===== config.mk =====
export PLATFORM = sky130hd
export DESIGN_NAME = pipe_arith_vr_flat
export DESIGN_NICKNAME = d
export VERILOG_FILES = /design/src/rtl/pipe_arith_vr_if.sv /design/src/rtl/pipe_arith_vr.sv /design/src/flat_wrapper.sv
export SDC_FILE = /design/constraint.sdc
export NUM_CORES = 1
export LEC_CHECK = 0
export BUFFER_PORTS_ARGS = -buffer_cell sky130_fd_sc_hd__clkbuf_2
export CAP_MARGIN = 25
export CORE_MARGIN = 8
export CORE_UTILIZATION = 30
export DETAILED_ROUTE_END_ITERATION = 8
export SYNTH_ARGS = -nofsm -noshare
export SYNTH_HDL_FRONTEND = slang
export SYNTH_SLANG_ARGS = --single-unit

===== constraint.sdc =====
create_clock -name clk -period 11.5 [get_ports clk]
set_input_delay 2.3 -clock clk [delete_from_list [all_inputs] [get_ports clk]]
set_output_delay 2.3 -clock clk [all_outputs]
set_load 0.01 [all_outputs]

===== src/rtl/pipe_arith_vr_if.sv =====
// Producer/consumer bus of pipe_arith_vr: operand/tag input handshake and result/tag output handshake.
// When PIPE_SAT_EN is defined the bus also carries the sticky sat_flag.
interface pipe_arith_vr_if #(
  parameter int W     = 10,
  parameter int TAG_W = 4
);
  logic                    in_valid;
  logic                    in_ready;
  logic signed [W-1:0]     A;
  logic signed [W-1:0]     B;
  logic signed [W-1:0]     C;
  logic signed [W-1:0]     D;
  logic        [TAG_W-1:0] in_tag;
  logic                    out_valid;
  logic                    out_ready;
  logic signed [W-1:0]     F;
  logic        [TAG_W-1:0] out_tag;
`ifdef PIPE_SAT_EN
  logic                    sat_flag;
`endif

  modport master (
`ifdef PIPE_SAT_EN
    input  sat_flag,
`endif
    output in_valid, A, B, C, D, in_tag, out_ready,
    input  in_ready, out_valid, F, out_tag
  );

  modport slave (
`ifdef PIPE_SAT_EN
    output sat_flag,
`endif
    input  in_valid, A, B, C, D, in_tag, out_ready,
    output in_ready, out_valid, F, out_tag
  );
endinterface


===== src/rtl/pipe_arith_vr.sv =====
// pipe_arith_vr: 3-stage valid/ready pipeline computing F = ((A+B)+(C-D))*D with tag pass-through.
// Optional feature macro PIPE_SAT_EN: clamp F to the signed W-bit range and add a sticky sat_flag.
module pipe_arith_vr #(
  parameter int W     = 10,
  parameter int TAG_W = 4
) (
  input  logic           clk,
  input  logic           rst_n,
  input  logic           flush,
  pipe_arith_vr_if.slave bus
);

  localparam int PW = 2 * W + 2;

  logic w_r1, w_r2, w_r3;
  logic r_v1, r_v2, r_v3;

  logic [W:0]       r_l12, r_l23;
  logic [W-1:0]     r_d1;
  logic [TAG_W-1:0] r_t1;
  logic [W+1:0]     r_l34;
  logic [W-1:0]     r_d2;
  logic [TAG_W-1:0] r_t2;
  logic [W-1:0]     r_f;
  logic [TAG_W-1:0] r_t3;

  logic [W:0]           w_l12, w_l23;
  logic [W+1:0]         w_l34;
  logic signed [PW-1:0] w_p;
  logic [W-1:0]         w_f;

`ifdef PIPE_SAT_EN
  logic         w_clamp;
  logic [W+2:0] w_hi;
  logic         w_fits;
  logic         r_clamp3;
  logic         r_sat;
`else
  logic         w_unused;
`endif

  // Backpressure ready chain, collapsing bubbles from the output back to the input.
  always_comb begin
    w_r3 = !r_v3 || bus.out_ready;
    w_r2 = !r_v2 || w_r3;
    w_r1 = !r_v1 || w_r2;
  end

  // Stage arithmetic with explicit sign extension at each widening step.
  always_comb begin
    w_l12 = {bus.A[W-1], bus.A} + {bus.B[W-1], bus.B};
    w_l23 = {bus.C[W-1], bus.C} - {bus.D[W-1], bus.D};
    w_l34 = {r_l12[W], r_l12} + {r_l23[W], r_l23};
    w_p   = $signed({{W{r_l34[W+1]}}, r_l34}) * $signed({{(W + 2){r_d2[W-1]}}, r_d2});
  end

`ifdef PIPE_SAT_EN
  // Result fits in W bits only when all bits from W-1 upward agree with the sign.
  always_comb begin
    w_hi    = w_p[PW-1:W-1];
    w_fits  = (&w_hi) || !(|w_hi);
    w_f     = w_p[W-1:0];
    w_clamp = 1'b0;
    if (!w_fits) begin
      w_clamp = 1'b1;
      w_f     = w_p[PW-1] ? {1'b1, {(W - 1){1'b0}}} : {1'b0, {(W - 1){1'b1}}};
    end else begin
      w_f     = w_p[W-1:0];
    end
  end
`else
  // Wrap-around: only the low W product bits reach F.
  always_comb begin
    w_f      = w_p[W-1:0];
    w_unused = ^w_p[PW-1:W];
  end
`endif

  // Stage 1: operand sums and D/tag capture.
  always_ff @(posedge clk or negedge rst_n) begin
    if (!rst_n) begin
      r_v1  <= 1'b0;
      r_l12 <= '0;
      r_l23 <= '0;
      r_d1  <= '0;
      r_t1  <= '0;
    end else if (flush) begin
      r_v1  <= 1'b0;
    end else if (w_r1) begin
      r_v1  <= bus.in_valid;
      if (bus.in_valid) begin
        r_l12 <= w_l12;
        r_l23 <= w_l23;
        r_d1  <= bus.D;
        r_t1  <= bus.in_tag;
      end
    end
  end

  // Stage 2: combine partial sums.
  always_ff @(posedge clk or negedge rst_n) begin
    if (!rst_n) begin
      r_v2  <= 1'b0;
      r_l34 <= '0;
      r_d2  <= '0;
      r_t2  <= '0;
    end else if (flush) begin
      r_v2  <= 1'b0;
    end else if (w_r2) begin
      r_v2  <= r_v1;
      if (r_v1) begin
        r_l34 <= w_l34;
        r_d2  <= r_d1;
        r_t2  <= r_t1;
      end
    end
  end

  // Stage 3: product, registered straight into the F/out_tag outputs.
  always_ff @(posedge clk or negedge rst_n) begin
    if (!rst_n) begin
      r_v3     <= 1'b0;
      r_f      <= '0;
      r_t3     <= '0;
`ifdef PIPE_SAT_EN
      r_clamp3 <= 1'b0;
`endif
    end else if (flush) begin
      r_v3     <= 1'b0;
    end else if (w_r3) begin
      r_v3     <= r_v2;
      if (r_v2) begin
        r_f      <= w_f;
        r_t3     <= r_t2;
`ifdef PIPE_SAT_EN
        r_clamp3 <= w_clamp;
`endif
      end
    end
  end

`ifdef PIPE_SAT_EN
  // Sticky flag: set when a clamped result is actually handed to the consumer.
  always_ff @(posedge clk or negedge rst_n) begin
    if (!rst_n) begin
      r_sat <= 1'b0;
    end else if (flush) begin
      r_sat <= 1'b0;
    end else if (r_v3 && bus.out_ready && r_clamp3) begin
      r_sat <= 1'b1;
    end
  end

  assign bus.sat_flag = r_sat;
`endif

  assign bus.in_ready  = w_r1;
  assign bus.out_valid = r_v3;
  assign bus.F         = r_f;
  assign bus.out_tag   = r_t3;

endmodule

===== src/flat_wrapper.sv =====
// flat-port wrapper written by rule: the top's interface ports become plain ports
module pipe_arith_vr_flat 
#(
  parameter int W     = 10,
  parameter int TAG_W = 4
)
  (clk, rst_n, flush, bus_in_valid, bus_A, bus_B, bus_C, bus_D, bus_in_tag, bus_out_ready, bus_in_ready, bus_out_valid, bus_F, bus_out_tag);
  pipe_arith_vr_if #(.W(W), .TAG_W(TAG_W)) bus_i ();
  input  logic clk;
  input  logic rst_n;
  input  logic flush;
  input wire logic [$bits(bus_i.in_valid)-1:0] bus_in_valid;
  input wire logic [$bits(bus_i.A)-1:0] bus_A;
  input wire logic [$bits(bus_i.B)-1:0] bus_B;
  input wire logic [$bits(bus_i.C)-1:0] bus_C;
  input wire logic [$bits(bus_i.D)-1:0] bus_D;
  input wire logic [$bits(bus_i.in_tag)-1:0] bus_in_tag;
  input wire logic [$bits(bus_i.out_ready)-1:0] bus_out_ready;
  output wire logic [$bits(bus_i.in_ready)-1:0] bus_in_ready;
  output wire logic [$bits(bus_i.out_valid)-1:0] bus_out_valid;
  output wire logic [$bits(bus_i.F)-1:0] bus_F;
  output wire logic [$bits(bus_i.out_tag)-1:0] bus_out_tag;
  assign bus_i.in_valid = bus_in_valid;
  assign bus_i.A = bus_A;
  assign bus_i.B = bus_B;
  assign bus_i.C = bus_C;
  assign bus_i.D = bus_D;
  assign bus_i.in_tag = bus_in_tag;
  assign bus_i.out_ready = bus_out_ready;
  assign bus_in_ready = bus_i.in_ready;
  assign bus_out_valid = bus_i.out_valid;
  assign bus_F = bus_i.F;
  assign bus_out_tag = bus_i.out_tag;
  pipe_arith_vr #(.W(W), .TAG_W(TAG_W)) u_core (.clk(clk), .rst_n(rst_n), .flush(flush), .bus(bus_i));
endmodule

==> results.cfg <==
[clocking]
cts_buffers = 9
cts_resized = 0
clk_latency_ns = 0.34
clk_path_buf_depth = 2
clk_pin_slew_worst_paths_ns = 0.05
cts.sink_count = 75
cts_tree = done
clock-root-buffer = clkbuf_16
hold_buffers = 0
h-tree-depth = 3
post-cts-setup-buffers = 0

[synthesis]
netlist_area_sq_um = 5291
synthesis.instances = 555
synth_edf_count = 0
seq_area_frac_synth_pct = 35.47
avgSynthCellArea_sq_um = 9.534
synth-main-ff-cell = dfrtp_1
syn_nets = 686
yosys.area.top_type = dfrtp_1
synth_top_cell_area_share_pct = 35.47
yosysWarnings = 0
synth_async_sr_flop_share_pct = 100.0
ys_seq_elements = 75
synthTopCellsByArea = dfrtp_1 35%, ha_1 13%, fa_1 9.5%, nand2_1 7.4%, xnor2_1 5.8%
synth_cell_types = 31

[sta]
layout_min_cycle_time_ns = 5.385
hold_viol = 0
finClkSkew_ns = 0.01095
maxSlewViolCount = 0
tightest_slew_ns = 0.6052
setup_tns_ns = 0
max_freq_mhz = 185.7
final-setup-viol-count = 0
maxSlewHeadroom_pct = 59.57
rsz0062_at_grt = no
period_share_pct = 46.83
hold_slack_ns = 0.4593

[worst_setup_path]
crit_path_max_fanout = 6
path_cells = clkbuf_2 -> nor2b_1 -> nand3_1 -> clkbuf_2
required_ns = 9.20
crit_type = input pin to primary output
arrival_ns = 3.09
cpMostUsedCell = clkbuf_2
cp-start-kind = input pin
cp_slowest_cell = nor2b_1
slowest_delay_ns = 0.34
crit_path_end_kind = primary output

[final_layout]
drive_gt1_share_pct = 16.75
diodes = 0
layout_common_cells = 104 x nand2_1, 75 x dfrtp_1, 63 x clkbuf_2
final_common_cell = nand2_1
area_growth_pct = 16.43
layout.nets = 748
fillCellCount = 1815
fin_cells = 846
fin_area_sq_um = 6161

[pwr]
peakVddDrop_mv = 0.09306
p_total_mw = 1.403
p_leak_nw = 3.142
powerDensity_nw_per_um2 = 227.7

[grt]
track_usage_pct = 9.663
grt_max_degree = 76
first_global_vias = 3730
grt_pass1_wl_um = 17420
grt_remaining_overflow = 0
grt_antenna_before_repair = 0

[place]
io_buffers = 64
dp.final_hpwl_um = 7811
place_area_sq_um = 5838
place_inst = 830
globalplace.congestion = 0.7515

[drt]
route.detailed.drc = 0
wire_per_inst_um = 11.87
viasPerCell = 4.338
ant_nets = 0
routed_wl_um = 10050
drtPass1Iterations = 4
vias = 3670
drtIter0Drc = 86

[run_status]
outcome = complete, no violations

[floorplan]
die_w_um = 148.8
initial_core_util_pct = 30.59
io_pins = 65
die_h_um = 148.8
die_area_sq_um = 22140
coreArea_sq_um = 17300
row_count = 48

[hold_path]
hold_class = flip-flop to flip-flop

[run]
drv_cap = 0
## cell families after synthesis
family	Yosys count	share of synthesized area, %
adders and majority gates	82	22.94
AOI/OAI and AO/OA	90	9.624
DFF	75	35.47
buffers and inverters	77	5.723
xor gates and xnor gates	48	7.945
muxes	22	4.682
and+or+nand+nor	161	13.62
## final timing paths
kind	cells after the start	to	start	slack, ns
setup / recovery	4	bus_in_ready	bus_out_ready	6.11
hold reg to reg	2	u_core.bus.out_tag[2]	u_core.r_t2[2]	0.46
max in group asynchronous	2	u_core.r_d1[9]	rst_n	9.15
setup reg to reg	17	u_core.bus.F[9]	u_core.r_d2[2]	7.11
min in group asynchronous	1	u_core.bus.F[7]	rst_n	1.78
hold / removal	2	u_core.bus.out_tag[2]	u_core.r_t2[2]	0.46
## cells in the mapped netlist (all sizes together), types with 4 or more instances
| cell | n |
|---|---|
| mux2 | 22 |
| nor2b | 5 |
| nand2b | 6 |
| and2 | 23 |
| ha | 57 |
| xnor2 | 35 |
| nand3 | 4 |
| dfrtp | 75 |
| o21ai | 50 |
| a21o | 12 |
| xor2 | 13 |
| nor2 | 10 |
| inv | 60 |
| buf | 9 |
| nand2 | 104 |
| clkbuf | 8 |
| a21oi | 16 |
| o31ai | 4 |
| fa | 25 |
## cell type report
| class | instances | area [sq um] | share of cell area, % |
|---|---|---|---|
| clock buffer | 13 | 260.3 | 4.224 |
| clock inverter | 2 | 35.03 | 0.5686 |
| inverter | 60 | 225.2 | 3.656 |
| multi-input combinational | 403 | 3112 | 50.51 |
| sequential | 75 | 1877 | 30.46 |
| tap | 225 | 281.5 | 4.569 |
| timing repair buffer | 68 | 370.4 | 6.011 |
## flip-flops by register name (all words and copies together), names as in the netlist, 4 cells and up
register            flops
u_core.bus.out_tag      4
u_core.r_d1            10
u_core.r_t1             4
u_core.r_l34           10
u_core.r_l23           10
u_core.bus.F           10
u_core.r_l12           10
u_core.r_d2            10
u_core.r_t2             4
## per-layer routing
layer | track usage, % | wire, um | up-vias | part of all wire [%]
met5 | 0 | 0 | - | 0
li1 | - | - | 1926 | -
met3 | 2.882 | 477 | 9 | 4.7
met1 | 12.33 | 5020 | 1680 | 50
met2 | 15.36 | 4449 | 55 | 44
met4 | 3.180 | 97 | 0 | 0.97
## power breakdown
| group | switching, mW | internal [mW] | total [mW] |
|---|---|---|---|
| combinational | 0.373 | 0.343 | 0.715 |
| sequential | 0.0712 | 0.334 | 0.405 |
| clock | 0.104 | 0.178 | 0.282 |
| total | 0.548 | 0.855 | 1.40 |
## critical path, delay by kind of cell
kind	cells	cell delay, ns
and+or+nand+nor	2	0.53
buffers and inverters	2	0.25
## stage by stage
| step | worst slack [ns] | utilization, % |
|---|---|---|
| finish | 6.115 | 35.62 |
| global route | 6.026 | 35.62 |
| CTS | 6.117 | 35.46 |
| detailed placement | 6.127 | 33.75 |
| global placement | 6.141 | 33.72 |
| floorplan | 6.463 | - |
Power figures use the tool's default switching activity.
